$ cat src/rtl/add_seq_pkg.sv
// Shared definitions for the nibble-serial adder.
// State encodings and slice width.
package add_seq_pkg;

    typedef enum logic [1:0] {
        IDLE = 2'd0,
        RUN  = 2'd1,
        DONE = 2'd2
    } state_e;

    localparam int NIB_W = 4;

endpackage

$ cat src/rtl/add_4.sv
// 4-bit ripple-carry adder slice.
// Purely combinational; one full adder per bit.
module add_4 (
    input  logic [3:0] a,
    input  logic [3:0] b,
    input  logic       ci,
    output logic [3:0] s,
    output logic       co
);

    logic [4:0] c;

    assign c[0] = ci;

    for (genvar i = 0; i < 4; i++) begin : g_fa
        assign s[i]   = a[i] ^ b[i] ^ c[i];
        assign c[i+1] = (a[i] & b[i]) | (c[i] & (a[i] ^ b[i]));
    end

    assign co = c[4];

endmodule

$ cat src/rtl/add_nibble_seq.sv
// Wide adder built from one 4-bit slice, stepped one nibble per clock.
// Operands in and result out over valid/ready handshakes.
module add_nibble_seq
    import add_seq_pkg::*;
#(
    parameter int WIDTH = 16
) (
    input  logic             clk,
    input  logic             rst_n,
    input  logic             in_valid,
    output logic             in_ready,
    input  logic [WIDTH-1:0] a,
    input  logic [WIDTH-1:0] b,
    input  logic             ci,
    output logic             out_valid,
    input  logic             out_ready,
    output logic [WIDTH-1:0] sum,
    output logic             co
);

    localparam int NIBS  = WIDTH / NIB_W;
    localparam int CNT_W = $clog2(NIBS);
    localparam logic [CNT_W-1:0] CNT_LAST = CNT_W'(NIBS - 1);

    state_e             state_q, state_d;
    logic [CNT_W-1:0]   cnt_q, cnt_d;
    logic [WIDTH-1:0]   a_q, a_d;
    logic [WIDTH-1:0]   b_q, b_d;
    logic [WIDTH-1:0]   sum_q, sum_d;
    logic               carry_q, carry_d;
    logic               co_q, co_d;
    logic               in_ready_q, in_ready_d;
    logic               out_valid_q, out_valid_d;

    logic [NIB_W-1:0]   nib_a, nib_b, slice_s;
    logic               slice_co;

    assign nib_a = a_q[{cnt_q, 2'b00} +: NIB_W];
    assign nib_b = b_q[{cnt_q, 2'b00} +: NIB_W];

    add_4 u_add_4 (
        .a  (nib_a),
        .b  (nib_b),
        .ci (carry_q),
        .s  (slice_s),
        .co (slice_co)
    );

    always_comb begin
        state_d = state_q;
        cnt_d   = cnt_q;
        a_d     = a_q;
        b_d     = b_q;
        sum_d   = sum_q;
        carry_d = carry_q;
        co_d    = co_q;
        case (state_q)
            IDLE: begin
                if (in_valid) begin
                    state_d = RUN;
                    a_d     = a;
                    b_d     = b;
                    carry_d = ci;
                    cnt_d   = '0;
                    sum_d   = '0;
                    co_d    = 1'b0;
                end
            end
            RUN: begin
                sum_d[{cnt_q, 2'b00} +: NIB_W] = slice_s;
                carry_d = slice_co;
                if (cnt_q == CNT_LAST) begin
                    state_d = DONE;
                    co_d    = slice_co;
                end else begin
                    cnt_d = cnt_q + 1'b1;
                end
            end
            DONE: begin
                if (out_ready) state_d = IDLE;
            end
            default: state_d = IDLE;
        endcase
        // Handshake flags are decoded from the next state so they stay registered.
        in_ready_d  = (state_d == IDLE);
        out_valid_d = (state_d == DONE);
    end

    always_ff @(posedge clk or negedge rst_n) begin
        if (!rst_n) begin
            state_q     <= IDLE;
            cnt_q       <= '0;
            a_q         <= '0;
            b_q         <= '0;
            sum_q       <= '0;
            carry_q     <= 1'b0;
            co_q        <= 1'b0;
            in_ready_q  <= 1'b1;
            out_valid_q <= 1'b0;
        end else begin
            state_q     <= state_d;
            cnt_q       <= cnt_d;
            a_q         <= a_d;
            b_q         <= b_d;
            sum_q       <= sum_d;
            carry_q     <= carry_d;
            co_q        <= co_d;
            in_ready_q  <= in_ready_d;
            out_valid_q <= out_valid_d;
        end
    end

    assign in_ready  = in_ready_q;
    assign out_valid = out_valid_q;
    assign sum       = sum_q;
    assign co        = co_q;

endmodule
$ cat config.mk
export PLATFORM = sky130hd
export DESIGN_NAME = add_nibble_seq
export DESIGN_NICKNAME = d
export VERILOG_FILES = /design/src/rtl/add_seq_pkg.sv /design/src/rtl/add_4.sv /design/src/rtl/add_nibble_seq.sv
export SDC_FILE = /design/constraint.sdc
export NUM_CORES = 1
export LEC_CHECK = 0
export CORE_ASPECT_RATIO = 1.2
export CORE_MARGIN = 4
export CORE_UTILIZATION = 50
export DETAILED_ROUTE_END_ITERATION = 7
export PLACE_DENSITY = 0.88
export SLEW_MARGIN = 20
export SYNTH_ARGS = -nofsm -noshare
export SYNTH_HDL_FRONTEND = slang
export SYNTH_SLANG_ARGS = --single-unit
$ cat constraint.sdc
create_clock -name clk -period 4 [get_ports clk]
set_input_delay 0.4 -clock clk [delete_from_list [all_inputs] [get_ports clk]]
set_output_delay 0.4 -clock clk [all_outputs]
set_load 0.005 [all_outputs]
==> results of run 1 <==
[how the worst max path moves through the flow]
stage | from | to | slack, ps | depth (start not counted)
after floorplan | cnt_q[0] | sum[11] | 1070 | 12
after global placement | cnt_q[0] | sum[3] | 1160 | 8
after detailed placement | cnt_q[0] | sum[15] | 1050 | 8
after CTS | cnt_q[0] | sum[15] | 1030 | 8
after global routing | cnt_q[0] | sum[3] | 880 | 8
final | cnt_q[0] | sum[15] | 1050 | 8
[per-layer routing]
metal  GRT usage, %  vias to the layer above  wire length [um]
met2           30.6                       61              2760
met1           20.8                      829              2030
met3           3.83                        6               272
met4           5.60                        0                85
li1               -                      765                 -
met5              0                        -                 0
[cell families after synthesis]
group,Yosys count,share of synthesized area (%)
adders and majority gates,8,5.06
muxes,41,21.4
AOI/OAI and AO/OA,30,9.34
and+or+nand+nor,26,6.18
DFF,56,54.6
buffers and inverters,19,3.46
[area by class of cell]
cell class,count,area [um2],share of cell area (%)
inverter,11,41.3,1.26
clock buffer,5,68.8,2.11
tap,60,75.1,2.30
timing repair buffer,58,568,17.4
sequential,56,1400,43.0
multi-input combinational,105,1080,33.1
clock inverter,1,30.0,0.920
[cells in the mapped netlist, types with 2 or more instances]
library cell and instances:
o2bb2ai_1 8, dfrtp_1 55, a22o_1 12, and3_1 2, a21oi_1 2, buf_2 2, nand3_1 2, buf_4 4
ha_1 4, nand2_1 8, mux2_2 30, fa_1 4, o21ai_0 2, nand2b_1 2, a21o_1 4, mux2_1 2
clkbuf_1 2, inv_1 11, mux4_2 8
[critical path: cells and delay by family (launching register included)]
kind	cells	cell delay [ps]
adder cells (fa/ha/maj)	3	1090
flip-flops	1	570
multiplexers	1	540
buffers and inverters	3	410
AO/OA/AOI/OAI	1	230
[report_power, final]
part	internal, W	total [W]	switching (W)
logic	0.000718	0.00132	0.000602
clock network	0.000180	0.000346	0.000166
registers	0.000822	0.00102	0.000200
total	0.00172	0.00269	0.000968
[registers in the layout (all words and copies together) (netlist names)]
signal / flops
co: 1
cnt_q: 2
b_q: 16
state_q: 2
sum: 16
in_ready: 1
out_valid: 1
a_q: 16
carry_q: 1
[through the flow]
step | util [%] | hold slack [ps] | power (W) | area (um2) | worst slack (ps)
2_1_floorplan | - | 104 | 0.00191 | 2570 | 1070
3_3_place_gp | 63.7 | 472 | 0.00230 | 3170 | 1160
3_5_place_dp | 63.7 | 479 | 0.00236 | 3170 | 1050
4_1_cts | 65.6 | 248 | 0.00271 | 3270 | 1030
5_1_grt | 65.6 | 285 | 0.00288 | 3270 | 882
6_report | 65.6 | 221 | 0.00269 | 3270 | 1050
==> out/results.tsv, run 1 <==
metric	value	unit
area of the mapped netlist	2570	um2
largest net degree at the start of global routing	57	
core area	4970	um2
Rows	28	
Arrival @ worst endpoint	3140	ps
worst hold-check path type	primary input to async pin	
Peak VDD IR	0.000403	V
CP Class	flip-flop to flip-flop	
cts hold-fix bufs	0	
post-synth top area cell	dfrtp_1	
# resized after CTS	0	
worst-path cell chain	buf_4 -> mux4_2 -> fa_1 -> inv_1 -> fa_1 -> inv_1 -> fa_1 -> a22o_1	
Iteration-0 DRC Markers	103	
Tightest Pin Transition	673	ps
# clock sinks	56	
maximum clock path buffer count	2	
Final setup viols	0	
nets	282	
CP max stage delay	570	ps
IO buf count	55	
Inst Count DP	290	
synthesis-to-layout area growth	27.0	%
r2r setup slk	1050	ps
Worst Path Required	4190	ps
gpl congestion	0.857	
clock skew	5.34	ps
Die Width	73.5	um
register bit total from synthesis	56	
fin crit period	2950	ps
crit start category	flip-flop	
Max FO, Critical Path	10	
worst skew pair latency	300	ps
DR vias	1661	
diodes inserted	0	
fin crit share	73.7	%
Post-Synthesis Cells	180	
Fillers	371	
Netlist cell types	35	
initial core utilization	51.7	%
relative slew slack	55.1	%
Initial DRT Pass Iterations	4	
DRC	0	
Worst path most repeated cell	fa_1	
commonest cells after routing, fill and taps aside	dfrtp_1 (55), clkdlybuf4s50_1 (54), mux2_2 (30)	
CTS tree	built	
number of I/O pins	56	
Slew Viols, Final	0	
dpl hpwl	3940	um
WL final	5150	um
GRT Overall Usage	17.3	%
CTS buffer count	5	
RR Startpoint	cnt_q[0]	
f_max	0.339	GHz
commonest non-fill, non-tap cell in the layout	dfrtp_1	
top-area cell type share of the netlist area	53.5	%
top_reg_cell synth	dfrtp_1	
net count after synthesis	225	
synth warn	0	
Area contributors post-synth	dfrtp_1 (54%), mux2_2 (13%), mux4_2 (7.0%)	
max-cap violations	0	
grt ovf	0	
vias in the first global route	1807	
Post-Layout Cell Count	296	
static leakage	1.41	nW
wire per inst	17.4	um
die area	6360	um2
Pwr per Cell Area	823	nW/um2
Post-Syn Area per Cell	14.3	um2
RSZ-0062 raised after global routing	no	
initial antenna violation count	0	
CTS clk-pin slew, worst paths	90	ps
outcome	finished, final reports clean	
setup TNS	0	ps
CP Capture Type	flip-flop	
FFs w/ async S/R, synth	100	%
first-pass GRT wire length	8500	um
share of cells above drive strength 1	22.5	%
r2r endpoint	sum[15]	
Final Hold Fails	0	
CTS H-Tree Depth	2	
CTS root buffer	clkbuf_8	
postcts setup bufs	0	
Post-synth EDFFs	0	
Seq/Total Area, Yosys	54.5	%
Slowest cell on crit path	dfrtp_1	
Worst R2R Path Depth	8	
vias per cell	5.61	
Die H	86.6	um
Final ANT Viol Nets	0	
Note: power is estimated with default switching activity, not from simulation.
==> run 2, diff against run 1 <==
==> constraint.sdc (replaced) <==
create_clock -name clk -period 2.82 [get_ports clk]
set_input_delay 0.282 -clock clk [delete_from_list [all_inputs] [get_ports clk]]
set_output_delay 0.282 -clock clk [all_outputs]
set_load 0.005 [all_outputs]
==> out/results.tsv, run 2 (synthesis gave the netlist of run 1 again) <==
metric	value	unit	change
outcome	finished, final reports clean		
Fillers	367		-1.1%
Peak VDD IR	0.000608	V	+51%
GRT Overall Usage	17.5	%	+0.16 points
core area	4970	um2	unchanged
largest net degree at the start of global routing	33		-42%
met1 wire length	2030	um	-0.30%
static leakage	1.42	nW	+0.47%
Iteration-0 DRC Markers	89		-14%
Slowest cell on crit path	fa_2		
relative slew slack	61.1	%	+6.0 points
maximum clock path buffer count	2		unchanged
number of I/O pins	56		unchanged
Buf+Inv Stages, Crit Path	4		+1
area post-placement	3190	um2	+0.87%
worst skew pair latency	300	ps	about the same
Switch Pwr	0.00141	W	+45%
max-cap violations	0		unchanged
crit start category	flip-flop		
CP Class	flip-flop to flip-flop		
Reg power frac	36.7	%	-1.3 points
clock skew	10.7	ps	+5.36 ps
worst hold-check path type	primary input to async pin		
Die Width	73.5	um	unchanged
Initial DRT Pass Iterations	4		unchanged
CTS tree	built		
Final ANT Viol Nets	0		unchanged
CP Capture Type	flip-flop		
sw frac	36.4	%	+0.40 points
f_max	0.375	GHz	+10%
grt ovf	0		unchanged
Logic pwr share	52.7	%	+3.6 points
CP max stage delay	470	ps	-100 ps
fin crit share	94.7	%	+21 points
Max FO, Critical Path	5		-5
initial antenna violation count	0		unchanged
multi-input logic area	1090	um2	+0.93%
Final setup viols	0		unchanged
Top Metal Used	met4		
wire per inst	17.2	um	-1.3%
RSZ-0062 raised after global routing	no		
dpl hpwl	4040	um	+2.6%
synthesis-to-layout area growth	28.3	%	
register area	1400	um2	about the same
Tightest Pin Transition	583	ps	-90.5 ps
nets	287		+1.8%
P_int	0.00246	W	+43%
Final Hold Fails	0		unchanged
first-pass GRT wire length	8510	um	about the same
Arrival @ worst endpoint	2860	ps	-280 ps
Die H	86.6	um	unchanged
CTS root buffer	clkbuf_8		
CTS H-Tree Depth	2		unchanged
Clk pwr share	10.5	%	-2.4 points
diodes inserted	0		unchanged
Slew Viols, Final	0		unchanged
Worst Path Required	3010	ps	-1180 ps
# clock sinks	56		unchanged
DRC	0		unchanged
vias per cell	5.60		-0.19%
gpl congestion	0.880		+2.7%
Pwr per Cell Area	1170	nW/um2	+42%
initial core utilization	51.7	%	unchanged
CP delay by family, top	adder cells		
commonest cells after routing, fill and taps aside	dfrtp_1 (54), clkdlybuf4s50_1 (54), mux2_2 (30)		
routed wl met2	2860	um	+3.6%
share of cells above drive strength 1	25.9	%	+3.5 points
DR vias	1697		+2.2%
Design Area, Final	3300	um2	+1.0%
die area	6360	um2	unchanged
setup TNS	0	ps	unchanged
worst-path cell chain	mux4_2 -> inv_2 -> fa_2 -> inv_2 -> fa_2 -> inv_1 -> fa_2 -> inv_1 -> fa_2 -> a22o_1		
CTS buffer count	5		unchanged
Rows	28		unchanged
WL final	5210	um	+1.0%
CTS clk-pin slew, worst paths	90	ps	about the same
Worst path most repeated cell	fa_2		
vias in the first global route	1831		+1.3%
DR WL met3	246	um	-9.6%
IO buf count	55		unchanged
fin crit period	2670	ps	-279 ps
==> run 2: cell count changes in the layout (fill, tap and decap cells not counted), sizes merged <==
cell | before | now
dlygate4sd3 | 0 | 1
bufinv | 1 | 0
buf | 4 | 8
clkbuf | 5 | 8
==> run 2: cell type report <==
cell class / instances / area share [%]
timing repair buffer: 63 / 18.4
inverter: 11 / 1.25
sequential: 56 / 42.6
multi-input combinational: 105 / 33.0
clock buffer: 8 / 2.43
tap: 60 / 2.28
==> run 2: final timing paths <==
path,start,endpoint,slack (ps),cells past startpoint
worst max-delay path,cnt_q[0],sum[3],150,10
worst min-delay path,rst_n,sum[8],500,2
worst max register to register,cnt_q[0],sum[3],150,10
worst min register to register,sum[6],sum[6],500,1
max in group asynchronous,rst_n,in_ready,1490,3
min in group clk,sum[6],sum[6],500,1
==> run 2: repair_timing <==
| action | CTS | global route |
|---|---|---|
| gates resized for setup | 0 | 4 |
| hold endpoints to repair | 25 | 0 |
| hold buffers | 1 | 0 |
| setup endpoints to repair | 0 | 6 |
| setup buffers | 0 | 1 |
==> run 2: through the flow <==
stage          instances  hold slack (ps)  worst slack [ps]  util, %  power [W]
3_3_place_gp         293              310               117     64.2    0.00335
5_1_grt              303              525              40.0     66.3    0.00416
6_report             303              499               150     66.3    0.00387
4_1_cts              302              505              6.36     66.0    0.00385
3_5_place_dp         293              316              29.8     64.2    0.00343
2_1_floorplan        180            -13.6              2.79        -    0.00276
==> run 2: routing by layer <==
layer  track usage (%)  vias up
met1              21.1      854
met5                 0        -
li1                  -      785
met3              3.71        8
met2              31.3       50
met4              4.78        0
==> run 2: power by group through the flow <==
| stage | registers, W | clock network, W | logic [W] |
|---|---|---|---|
| finish | 0.00142 | 0.000407 | 0.00204 |
| global route | 0.00147 | 0.000452 | 0.00224 |
| CTS | 0.00143 | 0.000423 | 0.00200 |
| detailed placement | 0.00144 | 0 | 0.00199 |
| global placement | 0.00143 | 0 | 0.00192 |
| floorplan | 0.00133 | 0 | 0.00143 |
==> run 3, diff against run 2 <==
==> constraint.sdc (replaced) <==
create_clock -name clk -period 2.7 [get_ports clk]
set_input_delay 0.27 -clock clk [delete_from_list [all_inputs] [get_ports clk]]
set_output_delay 0.27 -clock clk [all_outputs]
set_load 0.005 [all_outputs]
==> out/results.tsv, run 3 (synthesis gave the netlist of run 1 again) <==
metric	value	unit	change
outcome	finished, final reports clean		
DR vias	1692		-0.29%
GRT Overall Usage	17.2	%	-0.27 points
worst hold-check path type	primary input to async pin		
Setup crit start	cnt_q[0]		
Final ANT Viol Nets	0		unchanged
wire per inst	16.7	um	-2.8%
Arrival @ worst endpoint	2830	ps	-30 ps
CTS tree	built		
worst-path cell chain	mux4_2 -> inv_2 -> fa_2 -> inv_1 -> fa_2 -> inv_2 -> fa_2 -> inv_2 -> fa_2 -> a22o_1		
Final Hold Fails	0		unchanged
relative slew slack	62.7	%	+1.6 points
diodes inserted	0		unchanged
static leakage	1.42	nW	+0.62%
Die Width	73.5	um	unchanged
Worst path most repeated cell	fa_2		
IO buf count	55		unchanged
Inst Count DP	293		unchanged
initial core utilization	51.7	%	unchanged
Worst Setup Slack, final	70.9	ps	-79.2 ps
Initial DRT Pass Iterations	4		unchanged
dpl hpwl	3740	um	-7.5%
worst slack at placement	18.0	ps	-11.8 ps
f_max	0.380	GHz	+1.6%
number of I/O pins	56		unchanged
CP delay by family, top	adder cells		
grt ovf	0		unchanged
setup TNS	0	ps	unchanged
Worst setup endpoint	sum[7]		
largest net degree at the start of global routing	57		+73%
fin crit share	97.4	%	+2.7 points
Die H	86.6	um	unchanged
CTS buffer count	5		unchanged
worst skew pair latency	310	ps	about the same
Rows	28		unchanged
vias in the first global route	1724		-5.8%
CTS root buffer	clkbuf_8		
Pwr per Cell Area	1230	nW/um2	+5.2%
Post-Layout Cell Count	303		unchanged
Tightest Pin Transition	559	ps	-23.4 ps
CTS H-Tree Depth	2		unchanged
gpl congestion	0.831		-5.5%
critical path depth	10		unchanged
share of cells above drive strength 1	27.2	%	+1.2 points
fin crit period	2630	ps	-40.8 ps
clock skew	10.7	ps	+0.0127 ps
die area	6360	um2	unchanged
Fillers	375		+2.2%
Iteration-0 DRC Markers	68		-24%
WL final	5060	um	-2.8%
synthesis-to-layout area growth	29.3	%	
maximum clock path buffer count	2		unchanged
Peak VDD IR	0.000601	V	-1.1%
Max FO, Critical Path	4		-1
commonest cells after routing, fill and taps aside	dfrtp_1 (54), clkdlybuf4s50_1 (54), mux2_2 (30)		
RR Startpoint	cnt_q[0]		
CTS clk-pin slew, worst paths	90	ps	about the same
nets	287		unchanged
r2r setup slk	70	ps	-80 ps
CP max stage delay	470	ps	about the same
Worst Path Required	2900	ps	-110 ps
vias per cell	5.58		-0.29%
CP Capture Type	flip-flop		
r2r endpoint	sum[7]		
first-pass GRT wire length	8370	um	-1.6%
Core Util, Final	66.8	%	+0.53 points
# clock sinks	56		unchanged
Buf+Inv Stages, Crit Path	4		unchanged
crit start category	flip-flop		
Final setup viols	0		unchanged
CP Class	flip-flop to flip-flop		
DRC	0		unchanged
core area	4970	um2	unchanged
Slowest cell on crit path	fa_2		
Worst R2R Path Depth	10		unchanged
Slew Viols, Final	0		unchanged
initial antenna violation count	0		unchanged
Tot Pwr	0.00410	W	+6.0%
max-cap violations	0		unchanged
run 3: cell types whose count changed in the layout (fill, tap and decap cells not counted):
cell,previous run,this run
buf_12,0,1
buf_4,7,6
clkbuf_1,3,1
clkbuf_8,5,6
clkinvlp_4,0,1
inv_1,9,8
inv_2,2,3
run 3: routing by layer:
metal | vias up | share of wire, % | global-route usage (%)
met5 | - | 0 | 0
met4 | 0 | 0.81 | 6.10
met3 | 7 | 6.8 | 4.52
met2 | 60 | 52 | 28.3
met1 | 849 | 40 | 21.9
li1 | 776 | - | -
run 3: worst min-delay path: cells and delay by family:
kind | cells | cell delay, ps
buffers and inverters | 3 | 910
run 3: layout make-up:
class / count / area (um2) / area share [%]
multi-input cells: 105 / 1090 / 32.8
well taps: 60 / 75.1 / 2.26
inverters: 11 / 41.3 / 1.24
repair buffers: 63 / 621 / 18.7
clock buffers: 7 / 86.3 / 2.60
flip-flops and latches: 56 / 1400 / 42.2
clock inverters: 1 / 7.51 / 0.226
run 3: stage by stage:
step	cell area (um2)	hold slack, ps
2_1_floorplan	2590	-25.6
3_3_place_gp	3210	288
3_5_place_dp	3210	291
4_1_cts	3320	470
5_1_grt	3320	498
6_report	3320	478
run 3: power by group:
part           internal (W)  switching, W
sequential          0.00122      0.000258
combinational       0.00117      0.000973
clock              0.000209      0.000269
run 3: worst min path at each step:
stage / from / end / slack, ps
after detailed placement: rst_n / b_q[10] / 290
after global routing: rst_n / b_q[10] / 500
final: rst_n / b_q[10] / 480
after floorplan: rst_n / a_q[0] / -30
after CTS: rst_n / b_q[10] / 470
after global placement: rst_n / b_q[10] / 290
run 3: timing repair:
item | CTS | global route
setup buffers | 0 | 1
hold endpoints to repair | 55 | 0
gates resized for setup | 0 | 1
hold buffers | 1 | 0
setup endpoints to repair | 0 | 5
